===== config.mk =====
export PLATFORM = sky130hd
export DESIGN_NAME = alu_arbiter_flat
export DESIGN_NICKNAME = d
export VERILOG_FILES = /design/src/rtl/alu_arbiter_if.sv /design/src/rtl/alu_arbiter.sv /design/src/flat_wrapper.sv
export SDC_FILE = /design/constraint.sdc
export NUM_CORES = 1
export LEC_CHECK = 0
export BUFFER_PORTS_ARGS = -buffer_cell sky130_fd_sc_hd__buf_2
export CAP_MARGIN = 10
export CELL_PAD_IN_SITES_DETAIL_PLACEMENT = 1
export CELL_PAD_IN_SITES_GLOBAL_PLACEMENT = 1
export CORE_ASPECT_RATIO = 1.5
export CORE_UTILIZATION = 25
export DETAILED_ROUTE_END_ITERATION = 7
export PLACE_DENSITY = 0.83
export REMOVE_ABC_BUFFERS = 1
export SYNTH_ARGS = -nofsm -noshare
export SYNTH_HDL_FRONTEND = slang
export SYNTH_SLANG_ARGS = --single-unit

===== constraint.sdc =====
create_clock -name clk -period 2.3 [get_ports clk]
set_input_delay 0.46 -clock clk [delete_from_list [all_inputs] [get_ports clk]]
set_output_delay 0.46 -clock clk [all_outputs]
set_load 0.1 [all_outputs]

===== src/rtl/alu_arbiter_if.sv =====
// Request, response and ALU-drive signals of the two-requester ALU arbiter.
// slave is the arbiter's view; master is the requesters' and ALU's view.
interface alu_arbiter_if;
  logic        req0_valid;
  logic        req0_ready;
  logic [4:0]  req0_op;
  logic [31:0] req0_a;
  logic [31:0] req0_b;
  logic        req1_valid;
  logic        req1_ready;
  logic [4:0]  req1_op;
  logic [31:0] req1_a;
  logic [31:0] req1_b;

  logic        resp0_valid;
  logic        resp0_ready;
  logic [31:0] resp0_result;
  logic        resp0_fault;
  logic        resp1_valid;
  logic        resp1_ready;
  logic [31:0] resp1_result;
  logic        resp1_fault;

  logic [4:0]  alu_op;
  logic [31:0] alu_in_a;
  logic [31:0] alu_in_b;
  logic [31:0] alu_out;
  logic        alu_fault;

  modport slave (
    input  req0_valid, req0_op, req0_a, req0_b,
    input  req1_valid, req1_op, req1_a, req1_b,
    output req0_ready, req1_ready,
    output resp0_valid, resp0_result, resp0_fault,
    output resp1_valid, resp1_result, resp1_fault,
    input  resp0_ready, resp1_ready,
    output alu_op, alu_in_a, alu_in_b,
    input  alu_out, alu_fault
  );

  modport master (
    output req0_valid, req0_op, req0_a, req0_b,
    output req1_valid, req1_op, req1_a, req1_b,
    input  req0_ready, req1_ready,
    input  resp0_valid, resp0_result, resp0_fault,
    input  resp1_valid, resp1_result, resp1_fault,
    output resp0_ready, resp1_ready,
    input  alu_op, alu_in_a, alu_in_b,
    output alu_out, alu_fault
  );
endinterface


===== src/rtl/alu_arbiter.sv =====
// Round-robin share of one registered ALU between two requesters; response 2 cycles after accept.
// One transaction in flight; a stalled response blocks new accepts and holds the ALU operands.
module alu_arbiter (
  input  logic         clk,
  input  logic         reset,
  alu_arbiter_if.slave bus
);
  typedef enum logic [1:0] {IDLE, EXEC, RESP} state_t;

  state_t      state, state_nxt;
  logic        owner;
  logic        last_grant;
  logic [4:0]  op_q;
  logic [31:0] a_q;
  logic [31:0] b_q;

  logic        resp_hs;
  logic        can_accept;
  logic        acc0;
  logic        acc1;
  logic [31:0] result;

  assign bus.alu_op   = op_q;
  assign bus.alu_in_a = a_q;
  assign bus.alu_in_b = b_q;

  always_comb begin
    state_nxt        = state;
    resp_hs          = 1'b0;
    can_accept       = 1'b0;
    acc0             = 1'b0;
    acc1             = 1'b0;
    result           = bus.alu_fault ? 32'd0 : bus.alu_out;
    bus.req0_ready   = 1'b0;
    bus.req1_ready   = 1'b0;
    bus.resp0_valid  = 1'b0;
    bus.resp0_result = 32'd0;
    bus.resp0_fault  = 1'b0;
    bus.resp1_valid  = 1'b0;
    bus.resp1_result = 32'd0;
    bus.resp1_fault  = 1'b0;

    if (!reset) begin
      // Only the owner's ready can retire the response; the other side is ignored.
      resp_hs    = (state == RESP) && (owner ? bus.resp1_ready : bus.resp0_ready);
      can_accept = (state == IDLE) || resp_hs;
      acc0       = can_accept && bus.req0_valid && (!bus.req1_valid || last_grant);
      acc1       = can_accept && bus.req1_valid && (!bus.req0_valid || !last_grant);
      bus.req0_ready = acc0;
      bus.req1_ready = acc1;

      if (state == RESP) begin
        if (owner) begin
          bus.resp1_valid  = 1'b1;
          bus.resp1_result = result;
          bus.resp1_fault  = bus.alu_fault;
        end else begin
          bus.resp0_valid  = 1'b1;
          bus.resp0_result = result;
          bus.resp0_fault  = bus.alu_fault;
        end
      end

      case (state)
        IDLE:    if (acc0 || acc1) state_nxt = EXEC;
        EXEC:    state_nxt = RESP;
        RESP:    if (resp_hs) state_nxt = (acc0 || acc1) ? EXEC : IDLE;
        default: state_nxt = IDLE;
      endcase
    end
  end

  always_ff @(posedge clk) begin
    if (reset) begin
      state      <= IDLE;
      owner      <= 1'b0;
      last_grant <= 1'b1;
      op_q       <= 5'd0;
      a_q        <= 32'd0;
      b_q        <= 32'd0;
    end else begin
      state <= state_nxt;
      if (acc0) begin
        op_q       <= bus.req0_op;
        a_q        <= bus.req0_a;
        b_q        <= bus.req0_b;
        owner      <= 1'b0;
        last_grant <= 1'b0;
      end else if (acc1) begin
        op_q       <= bus.req1_op;
        a_q        <= bus.req1_a;
        b_q        <= bus.req1_b;
        owner      <= 1'b1;
        last_grant <= 1'b1;
      end
    end
  end
endmodule


===== src/flat_wrapper.sv =====
// flat-port wrapper written by rule: the top's interface ports become plain ports
module alu_arbiter_flat 
  (clk, reset, bus_req0_valid, bus_req0_op, bus_req0_a, bus_req0_b, bus_req1_valid, bus_req1_op, bus_req1_a, bus_req1_b, bus_req0_ready, bus_req1_ready, bus_resp0_valid, bus_resp0_result, bus_resp0_fault, bus_resp1_valid, bus_resp1_result, bus_resp1_fault, bus_resp0_ready, bus_resp1_ready, bus_alu_op, bus_alu_in_a, bus_alu_in_b, bus_alu_out, bus_alu_fault);
  alu_arbiter_if bus_i ();
  input  logic clk;
  input  logic reset;
  input wire logic [$bits(bus_i.req0_valid)-1:0] bus_req0_valid;
  input wire logic [$bits(bus_i.req0_op)-1:0] bus_req0_op;
  input wire logic [$bits(bus_i.req0_a)-1:0] bus_req0_a;
  input wire logic [$bits(bus_i.req0_b)-1:0] bus_req0_b;
  input wire logic [$bits(bus_i.req1_valid)-1:0] bus_req1_valid;
  input wire logic [$bits(bus_i.req1_op)-1:0] bus_req1_op;
  input wire logic [$bits(bus_i.req1_a)-1:0] bus_req1_a;
  input wire logic [$bits(bus_i.req1_b)-1:0] bus_req1_b;
  output wire logic [$bits(bus_i.req0_ready)-1:0] bus_req0_ready;
  output wire logic [$bits(bus_i.req1_ready)-1:0] bus_req1_ready;
  output wire logic [$bits(bus_i.resp0_valid)-1:0] bus_resp0_valid;
  output wire logic [$bits(bus_i.resp0_result)-1:0] bus_resp0_result;
  output wire logic [$bits(bus_i.resp0_fault)-1:0] bus_resp0_fault;
  output wire logic [$bits(bus_i.resp1_valid)-1:0] bus_resp1_valid;
  output wire logic [$bits(bus_i.resp1_result)-1:0] bus_resp1_result;
  output wire logic [$bits(bus_i.resp1_fault)-1:0] bus_resp1_fault;
  input wire logic [$bits(bus_i.resp0_ready)-1:0] bus_resp0_ready;
  input wire logic [$bits(bus_i.resp1_ready)-1:0] bus_resp1_ready;
  output wire logic [$bits(bus_i.alu_op)-1:0] bus_alu_op;
  output wire logic [$bits(bus_i.alu_in_a)-1:0] bus_alu_in_a;
  output wire logic [$bits(bus_i.alu_in_b)-1:0] bus_alu_in_b;
  input wire logic [$bits(bus_i.alu_out)-1:0] bus_alu_out;
  input wire logic [$bits(bus_i.alu_fault)-1:0] bus_alu_fault;
  assign bus_i.req0_valid = bus_req0_valid;
  assign bus_i.req0_op = bus_req0_op;
  assign bus_i.req0_a = bus_req0_a;
  assign bus_i.req0_b = bus_req0_b;
  assign bus_i.req1_valid = bus_req1_valid;
  assign bus_i.req1_op = bus_req1_op;
  assign bus_i.req1_a = bus_req1_a;
  assign bus_i.req1_b = bus_req1_b;
  assign bus_req0_ready = bus_i.req0_ready;
  assign bus_req1_ready = bus_i.req1_ready;
  assign bus_resp0_valid = bus_i.resp0_valid;
  assign bus_resp0_result = bus_i.resp0_result;
  assign bus_resp0_fault = bus_i.resp0_fault;
  assign bus_resp1_valid = bus_i.resp1_valid;
  assign bus_resp1_result = bus_i.resp1_result;
  assign bus_resp1_fault = bus_i.resp1_fault;
  assign bus_i.resp0_ready = bus_resp0_ready;
  assign bus_i.resp1_ready = bus_resp1_ready;
  assign bus_alu_op = bus_i.alu_op;
  assign bus_alu_in_a = bus_i.alu_in_a;
  assign bus_alu_in_b = bus_i.alu_in_b;
  assign bus_i.alu_out = bus_alu_out;
  assign bus_i.alu_fault = bus_alu_fault;
  alu_arbiter u_core (.clk(clk), .reset(reset), .bus(bus_i));
endmodule

== Word-level counts from Yosys, hierarchy flattened ==
Cells that the tools add are included.

* Word-level logic and storage cells: 60
* Bits in registers: 73
* Output and inout port bits: 139

* Muxes and demuxes: 34
* Reduce and logical (&&, ||, !) cells: 16
* Eq/ne operators: 4

{| class="wikitable"
|+ Operators by type and width
! cell !! number
|-
| 32-bit 2-to-1 mux || 11
|-
| 1-bit 2-to-1 mux || 18
|-
| 5-bit 2-to-1 mux || 2
|-
| 2-bit case mux with 3 select lines || 1
|-
| 1-bit logical AND || 5
|-
| 1-bit logical OR || 4
|-
| 2-bit 2-to-1 mux || 2
|-
| 1-bit zero test || 3
|-
| 2-bit by 1-bit equality test with 1-bit output (second input constant) || 1
|-
| 2-bit equality test (second input constant) || 1
|-
| 2-bit zero test || 1
|-
| 2-bit by 1-bit != test with 1-bit output (second input constant) || 1
|-
| 2-bit != test (second input constant) || 1
|-
| 2-bit AND reduction || 1
|-
| 2-bit nonzero test || 1
|-
| 2-bit OR reduction || 1
|}

== Depth between registers and ports, before layout ==
Gate-level depths: netlist (run 1).

* Depth in word-level cells: 9
* Depth in mapped cells: 8

== Worst setup path after synthesis (run 1) ==
Ideal clock, no wire load.

* Kind: input -> output
* From: input port reset
* To: output port bus_resp0_result[22]
* Path buffers: 3
* Arrival time: 2786 ps
* Setup slack: -946 ps
* Required time: 1840 ps
* Cell stages on the path: 6
* Cells stage by stage: clkbuf_1 or2_2 or3_1 clkbuf_1 clkbuf_1 nor2_1

* Cells in the longest elaborated chain, start to end: 1

{| class="wikitable"
|+ Ends and longest elaborated chain
! item !! line !! text
|-
| start: declaration || flat_wrapper.sv:6 || <nowiki>input logic reset;</nowiki>
|-
| 32-bit 2-to-1 mux || alu_arbiter.sv:43 || <nowiki>if (!reset) begin</nowiki>
|-
| end: declaration || flat_wrapper.sv:18 || <nowiki>output wire logic [$bits(bus_i.resp0_result)-1:0] bus_resp0_result;</nowiki>
|}

No other way between the ends.

== Worst setup path in the final report (run 1) ==
* From: register u_core.state[0]
* To: output port bus_resp0_result[18]

* Cells in the longest elaborated chain, start to end: 3

{| class="wikitable"
|+ Ends and longest elaborated chain
! item !! line !! text
|-
| start: declaration || alu_arbiter.sv:10 || <nowiki>state_t state, state_nxt;</nowiki>
|-
| start signal: assignment || alu_arbiter.sv:82 || <nowiki>state <= state_nxt;</nowiki>
|-
| 2-bit equality test || alu_arbiter.sv:52 || <nowiki>if (state == RESP) begin</nowiki>
|-
| 32-bit 2-to-1 mux || alu_arbiter.sv:52 ||
|-
| 32-bit 2-to-1 mux || alu_arbiter.sv:43 ||
|}

No other way between the ends.

==> qor.txt, run 1 <==
Fin crit period = 2350 ps
Worst Setup End Kind = primary output
Crit Path Max Fanout = 7
Status = finished, violations left
Largest area contributor in the netlist = dfxtp_1
CP Launch Type = register
Layout cells sized above 1 = 58.3%
Initial antenna violation count = 1
CTS tree = yes
DR WL/cell = 17.6 um
GR Util met3 = 5.90%
Post-synth EDFFs = 0
DR vias = 4,831
Slew margin rel. = 30.3%
Sink Count = 73
Most frequent cell after synthesis = nand2_1
Number of global-route vias before repair = 5,010
Slowest-stage cell, CP = or3_4
Grt total ovfl = 0
DP Worst Slack = -18.3 ps
Worst Tran Pin Value = 1040 ps
CP Class = reg -> out
Synth cell count leaders = nand2_1 (142), nor2_1 (128), dfxtp_1 (73)
Lkg Pwr = 3.26 nW
Total CTS buffers = 9
Die W = 103 um
DR iter-0 viols = 124
Worst Path Buf+Inv = 2
Fin Setup TNS = -521 ps
Clock buffer depth = 2
Root Driver = clkbuf_16
GRT Total Usage = 21.1%
Pwr Total = 5.14 mW
Cell count after synthesis = 497
HP Class = in -> reg
# IOs = 316
Final period util = 102%
Crit path required time = 1840 ps
Largest cells by area after synthesis = dfxtp_1 (38%), a311oi_2 (16%), nand2_1 (14%)
Worst-path cell chain = or2_4, or3_4, buf_6, nor2_2, buf_12
Worst EP arrival = 1890 ps
Most Used Layer, Global Route = met2
PD cells = 689 mW/mm2
Worst-path clk slew = 60 ps
GP Congestion = 0.766
Total of max-cap violations = 0
Synth Register Bits = 73
Top cell type's share of synthesized area = 38.3%
Failing checks = negative setup slack
Max incr delay on CP = 430 ps
Core Region = 0.0150 mm2
Worst skew pair latency = 330 ps
RSZ-0062 raised after global routing = true
Placed Instances = 983
First drt pass iteration count = 4
Initial core utilization = 25.5%
P&R area growth vs syn = 95.3%
Crit path max-delay family = simple AND/OR/NAND/NOR gates
Die Ht = 153 um
FFs w/ async S/R, synth = 0%
Synth warnings = 0
Avg Cell Area, Syn = 7.68 um2
Endpoints failing setup = 28
Row cnt = 55
Vias per cell = 4.82
GR met2 Demand/Resource = 43.3%
Residual DRC = 0
# hold bufs at CTS = 0
Final Non-Filler Cells = 1,003
CTS H-tree depth = 3
Synthesized area = 0.00382 mm2
Slew Limit Fails = 0
Final worst slack = -52.1 ps
Synth Flop Type = dfxtp_1
Count of cell types in the netlist = 29
First-pass GRT wire length = 25.6 mm
Register area share after synthesis = 38.3%
Fmax = 425 MHz
Worst IR Drop VDD = 345 uV
Number of port buffers = 315
NumNets Final = 976
Post-detail-place hpwl = 13.0 mm
Met1 usage = 18.9%
Antenna viol nets, final = 0
Final WL = 17.6 mm
Clk_skew = 8.47 ps
Die area = 0.0158 mm2
Pin count of the biggest net entering global routing = 75
Final hold vios = 0
## cells in the final DEF, fill, tap and decap left out, drive strengths merged, types with 2 or more instances in the layout
| master | count |
|---|---|
| a22oi | 15 |
| nand2b | 2 |
| nand2 | 142 |
| buf | 336 |
| bufinv | 2 |
| nor2 | 128 |
| dfxtp | 73 |
| a21oi | 2 |
| o2bb2ai | 14 |
| inv | 5 |
| clkbuf | 11 |
| mux2i | 2 |
| clkinv | 3 |
| a311oi | 55 |
## final timing paths
| check | startpoint | slack [ps] | cells past startpoint | endpoint |
|---|---|---|---|---|
| worst max-delay path | u_core.state[0]$_SDFFE_PP0P_ | -50 | 5 | bus_resp0_result[18] |
| worst min register to register | u_core.bus.alu_in_a[5]$_SDFFE_PP0P_ | 460 | 1 | u_core.bus.alu_in_a[5]$_SDFFE_PP0P_ |
| worst min-delay path | bus_req1_op[3] | 390 | 3 | u_core.bus.alu_op[3]$_SDFFE_PP0P_ |
| worst max register to register | u_core.owner$_SDFFE_PP0P_ | 270 | 4 | u_core.bus.alu_in_b[2]$_SDFFE_PP0P_ |
## per-stage QoR
stage          cell area (um2)  hold slack, ps  utilization, %
2_1_floorplan             3600             507               -
3_3_place_gp              6700             440            44.6
3_5_place_dp              6700             446            44.6
4_1_cts                   7310             380            48.7
5_1_grt                   7460             377            49.7
6_report                  7460             393            49.7
## power by group
group	leakage, nW	total, mW	switching (mW)	internal (mW)
clock	0.149	1.50	0.558	0.945
sequential	0.607	1.49	0.0785	1.41
combinational	2.51	2.15	1.66	0.489
## routing by layer
layer / share of wire [%] / routed length, um
met4: 1.5 / 259
met5: 0 / 0
met1: 33 / 5790
met3: 7.7 / 1370
met2: 58 / 10200
## sequential cells by signal, indices dropped and copies added, names as in the netlist
signal	flops
u_core.bus.alu_op	5
u_core.owner	1
u_core.bus.alu_in_b	32
u_core.last_grant	1
u_core.state	2
u_core.bus.alu_in_a	32
## final cells by class
| cell class | instances | area [um2] |
|---|---|---|
| Fill cell | 1764 | 7540 |
| Sequential cell | 73 | 1470 |
| Tap cell | 199 | 249 |
| Inverter | 6 | 25.0 |
| Antenna cell | 1 | 2.50 |
| Multi-Input combinational cell | 372 | 2490 |
| Clock buffer | 10 | 229 |
| Timing Repair Buffer | 337 | 2920 |
| Clock inverter | 5 | 81.3 |
## worst register-to-register path, delay by kind of cell (launching register included)
family             cells  cell delay (ps)
AOI/OAI and AO/OA      2              350
muxes                  1              420
and+or+nand+nor        1              800
DFF                    1              390
## cell families (layout without fill, tap and decap cells)
logic type,count (synthesis),after routing,share of synthesized area [%]
AOI/OAI and AO/OA,91,91,26.9
buffers and inverters,52,358,6.19
DFF,73,73,38.3
muxes,3,3,0.819
other,0,1,0
and+or+nand+nor,278,278,27.8
## repair_timing
item                       4_1_cts  5_1_grt
pin swaps                        1        0
cloned                           2        1
gates resized for setup         71       42
setup endpoints to repair       35       71
buffers inserted                 1        0
No activity file was read; power rests on OpenSTA's default activity.
==> run 2: changes to the inputs <==
- clock period: 2.3 -> 2.7 ns (I/O delays scaled with it)
==> run 2 against run 1 <==
Against the previous run:
- the run now ends clean
- first-iteration DRC count is 26% lower
- core utilization is 7.0 points lower
- sequential power is 15% lower
- clock power is 25% lower
- critical path type unchanged
- largest cell class unchanged
- largest power group unchanged
==> qor.txt, run 2 (synthesis gave the netlist of run 1 again) <==
Fin Setup TNS = 0 ps
Core Region = 0.0150 mm2
# hold bufs at CTS = 0
Clk_skew = 12.2 ps
Number of port buffers = 315
Total of max-cap violations = 0
Initial antenna violation count = 1
Final hold vios = 0
Slew margin rel. = 31.3%
NumNets Final = 968
Crit path from = u_core.state[0]$_SDFFE_PP0P_
Status = finished clean
Die area = 0.0158 mm2
DR iter-0 viols = 92
Util after Layout = 42.8%
First drt pass iteration count = 4
Hold Crit Start = u_core.bus.alu_in_a[4]$_SDFFE_PP0P_
DR vias = 4,718
Endpoints failing setup = 0
CTS H-tree depth = 3
First-pass GRT wire length = 23.3 mm
Die W = 103 um
Total CTS buffers = 9
Clock buffer depth = 2
Register area = 0.00146 mm2
CP Launch Type = register
Final WL = 15.4 mm
PD cells = 645 mW/mm2
Fmax = 391 MHz
Final Non-Filler Cells = 996
Fin crit period = 2560 ps
Die Ht = 153 um
Pin count of the biggest net entering global routing = 77
Grt total ovfl = 0
Sink Count = 73
RSZ-0062 raised after global routing = false
CP Class = reg -> out
GRT Total Usage = 19.0%
Worst Setup End Kind = primary output
Crit path required time = 2160 ps
Initial core utilization = 25.5%
Worst Tran Pin Value = 1030 ps
P&R area growth vs syn = 68.0%
Root Driver = clkbuf_16
Worst IR Drop VDD = 299 uV
Post-CTS resize count = 0
Worst EP arrival = 2020 ps
Multi-input logic area = 0.00214 mm2
Vias per cell = 4.74
HP Class = reg -> reg
Worst-path clk slew = 70 ps
Reg2reg start = u_core.owner$_SDFFE_PP0P_
Antenna viol nets, final = 0
Post-CTS Setup Bufs = 0
Number of global-route vias before repair = 4,874
Post-detail-place hpwl = 12.1 mm
Commonest non-fill, non-tap cell in the layout = buf_2
Worst skew pair latency = 330 ps
Layout cells sized above 1 = 49.0%
Placed Instances = 979
DR WL/cell = 15.5 um
Lkg Pwr = 3.08 nW
Most frequent cells in the layout = buf_2 (279), nand2_1 (142), nor2_1 (128)
Crit Path Max Fanout = 34
Final period util = 94.8%
CTS tree = yes
Slew Limit Fails = 0
Residual DRC = 0
GP Congestion = 0.748
Fill count = 1,911
# IOs = 316
Row cnt = 55
## run 2: cell count changes in the layout (fill, tap and decap cells not counted), moves of 3 or more
cell | before | now
nor2_2 | 30 | 0
buf_12 | 75 | 39
buf_2 | 245 | 279
nor2_1 | 63 | 128
dfxtp_1 | 70 | 73
nor2_4 | 35 | 0
## run 2: worst max-delay path, stage by stage (launching register included)
cell	delay (ps)
dfxtp_1	370
or2_2	300
or3_1	300
buf_4	250
nor2_1	250
buf_12	210
## run 2: where the power goes
group          internal (mW)  total (mW)  leakage [nW]  switching (mW)
logic                  0.386        1.74          2.35            1.36
clock network          0.628        1.12         0.128           0.495
registers               1.20        1.27         0.606          0.0673
total                   2.22        4.14          3.08            1.92
## run 2: metrics by stage
step	hold slack (ps)	worst slack, ps	power [mW]	instance area [um2]
2_1_floorplan	507	-3790	2.62	3600
3_3_place_gp	441	238	3.02	6130
3_5_place_dp	446	219	3.05	6130
4_1_cts	459	121	4.20	6410
5_1_grt	472	30.1	4.32	6410
6_report	464	142	4.14	6410
## run 2: per-layer routing
metal	routed length, um	share of wire [%]	vias up	track usage, %
li1	-	-	2281	-
met1	5210	34	2187	16.6
met2	8520	55	220	38.3
met3	1230	8.0	30	5.40
met4	456	3.0	0	7.71
met5	0	0	-	0
## run 2: path summary, 6_finish.rpt
kind                                                to  slack [ps]  depth (start not counted)
setup reg to reg  u_core.bus.alu_in_a[13]$_SDFFE_PP0P_         580                          5
hold reg to reg    u_core.bus.alu_in_a[4]$_SDFFE_PP0P_         460                          1
hold / removal     u_core.bus.alu_in_a[4]$_SDFFE_PP0P_         460                          1
setup / recovery                  bus_resp0_result[25]         140                          5
## run 2: area by class of cell
class / count / area share (%)
timing repair buffer: 329 / 35.2
multi-input combinational: 372 / 33.4
sequential: 73 / 22.8
tap: 199 / 3.88
clock buffer: 9 / 3.51
clock inverter: 7 / 0.839
inverter: 6 / 0.351
antenna: 1 / 0.0390
==> run 3: changes to the inputs <==
- ABC_AREA: default -> 1
- PLACE_DENSITY: 0.83 -> 0.84
==> run 3 against run 2 <==
Against the previous run:
- clock-buffer cell count is 1 higher
- final area is 1.7% lower
- first-iteration DRC count is 140% higher
- sequential cell count stayed put
- clock power hardly changed
- power is 7.0% lower
- setup slack better by 25 ps
- wire length is 7.2% higher
- sequential share of layout area is 0.40 points higher
- sequential power is 4% lower
- critical path type unchanged
==> qor.txt, run 3 <==
Status = finished clean
Synthesized area = 0.00422 mm2
Antenna viol nets, final = 0
Reg-to-reg slack, setup = 700 ps
Crit path required time = 2160 ps
NetSw = 1.72 mW
Pint = 2.13 mW
Count of cell types in the netlist = 22
Crit path from = u_core.state[1]$_SDFFE_PP0P_
Worst EP arrival = 1990 ps
Slew margin rel. = 64.6%
Clk_skew = 6.38 ps
Synth Register Bits = 73
Switching Share = 44.7%
CTS H-tree depth = 3
CTS tree = yes
Worst-path clk slew = 60 ps
Total CTS buffers = 9
CP Capture Point = bus_resp1_result[24]
Commonest non-fill, non-tap cell in the layout = buf_2
HP Class = in -> reg
Worst skew pair latency = 330 ps
Clk network pwr share = 29.0%
Post-CTS Setup Bufs = 0
Most frequent cell after synthesis = nand2_1
Post-synth EDFFs = 0
Die area = 0.0174 mm2
Placed Instances = 1,218
DR iter-0 viols = 222
Number of port buffers = 315
Sink Count = 73
Clock buffer depth = 2
Initial antenna violation count = 0
Worst IR Drop VDD = 342 uV
NumNets Final = 1,200
Initial core utilization = 25.8%
Synth cell count leaders = nand2_1 (249), inv_1 (138), nand3_1 (82)
Ant diodes = 0
GRT Total Usage = 18.9%
First drt pass iteration count = 4
First-pass GRT wire length = 25.6 mm
Crit Path Max Fanout = 33
Core Region = 0.0163 mm2
Final WL = 16.5 mm
Cell count after synthesis = 726
Seq pwr share = 31.7%
DR WL/cell = 13.4 um
P&R area growth vs syn = 49.4%
Final hold vios = 0
Root Driver = clkbuf_16
Fin crit period = 2530 ps
Largest area contributor in the netlist = dfxtp_1
Fill count = 2,327
PD cells = 611 mW/mm2
Post-detail-place hpwl = 12.8 mm
Worst Tran Pin Value = 535 ps
# hold bufs at CTS = 0
Final Instance Area = 0.00630 mm2
Die W = 108 um
Vias per cell = 4.45
CP Class = reg -> out
R2R cell count = 8
Grt total ovfl = 0
Residual DRC = 0
DR vias = 5,495
Lkg Pwr = 3.81 nW
Total of max-cap violations = 0
Layout cells sized above 1 = 34.5%
Power share of the combinational group = 39.3%
Synth warnings = 0
Reg2reg start = u_core.owner$_SDFFE_PP0P_
Util after Layout = 38.6%
CP Launch Type = register
Largest cells by area after synthesis = dfxtp_1 (35%), nand2_1 (22%), inv_1 (12%)
Fin Hold WS = 451 ps
Multi-input logic area = 0.00198 mm2
Row cnt = 57
Endpoints failing setup = 0
Area of placed instances = 0.00601 mm2
Top cell type's share of synthesized area = 34.6%
Worst Setup End Kind = primary output
Fin Setup TNS = 0 ps
Fmax = 395 MHz
Avg Cell Area, Syn = 5.81 um2
Pin count of the biggest net entering global routing = 49
Reg-to-Reg End = u_core.bus.alu_in_a[10]$_SDFFE_PP0P_
Post-CTS resize count = 0
FFs w/ async S/R, synth = 0%
Number of global-route vias before repair = 5,290
GP Congestion = 0.776
# IOs = 316
Most frequent cells in the layout = buf_2 (302), nand2_1 (248), inv_1 (138)
Register area share after synthesis = 34.6%
Final period util = 93.8%
Die Ht = 161 um
Final Non-Filler Cells = 1,234
Synth Flop Type = dfxtp_1
Register area = 0.00146 mm2
Slew Limit Fails = 0
==> run 3: cell types whose count changed after synthesis, moves of 14 or more <==
cell and delta:
inv_1 +134, nand2_1 +107, nand3_1 +81, nor2_1 -61, a21oi_1 +55, a311oi_2 -40, a22oi_1 -15, a311oi_1 -15
o2bb2ai_1 -14
==> run 3: layout make-up <==
cell class,count,share of cell area [%]
Inverter,141,8.40
Sequential cell,73,23.2
Timing Repair Buffer,331,28.6
Tap cell,206,4.09
Clock buffer,10,3.63
Clock inverter,6,0.675
Multi-Input combinational cell,467,31.4
==> run 3: per-stage QoR <==
step	worst slack, ps	power [mW]
finish	167	3.85
global placement	399	2.75
global route	-0.880	4.05
CTS	112	3.91
floorplan	-3170	2.34
detailed placement	319	2.77
==> run 3: worst min-delay path by stage <==
| stage | startpoint | cells past startpoint | end |
|---|---|---|---|
| 2_1_floorplan | u_core.last_grant$_SDFFE_PP1P_ | 2 | u_core.last_grant$_SDFFE_PP1P_ |
| 3_3_place_gp | u_core.bus.alu_in_b[0]$_SDFFE_PP0P_ | 2 | u_core.bus.alu_in_b[0]$_SDFFE_PP0P_ |
| 3_5_place_dp | u_core.bus.alu_in_b[13]$_SDFFE_PP0P_ | 2 | u_core.bus.alu_in_b[13]$_SDFFE_PP0P_ |
| 4_1_cts | reset | 2 | u_core.bus.alu_in_b[12]$_SDFFE_PP0P_ |
| 5_1_grt | reset | 2 | u_core.bus.alu_in_b[12]$_SDFFE_PP0P_ |
| 6_report | reset | 2 | u_core.bus.alu_in_b[12]$_SDFFE_PP0P_ |
==> run 3: layer usage <==
| metal | vias up | share of wire, % | global-route usage [%] | wire length [um] |
|---|---|---|---|---|
| met2 | 203 | 54 | 36.7 | 9000 |
| met1 | 2507 | 34 | 17.9 | 5690 |
| li1 | 2745 | - | - | - |
| met3 | 40 | 7.5 | 4.76 | 1240 |
| met4 | 0 | 3.5 | 8.59 | 585 |
| met5 | - | 0 | 0 | 0 |
==> run 3: kinds of logic (layout without fill, tap and decap cells) <==
| kind of cell | Yosys count | after routing | share of synthesized area, % |
|---|---|---|---|
| AND/OR/NAND/NOR | 407 | 407 | 39.6 |
| buffers and inverters | 186 | 488 | 18.5 |
| flip-flops | 73 | 73 | 34.6 |
| AO/OA/AOI/OAI | 60 | 60 | 7.26 |
==> run 3: worst max-delay path, stage by stage (launching register included) <==
cell     delay [ps]
dfxtp_1         340
inv_1            60
nor2_1           90
inv_1            60
nor3_1          220
inv_1            70
buf_4           240
nor2_1          120
buf_2           440
==> run 3: power groups by stage <==
stage	clock (mW)	combinational, mW	sequential (mW)
after floorplan	0	0.461	1.88
after global placement	0	1.51	1.24
after detailed placement	0	1.53	1.25
after CTS	1.15	1.53	1.22
after global routing	1.21	1.61	1.23
final	1.12	1.51	1.22
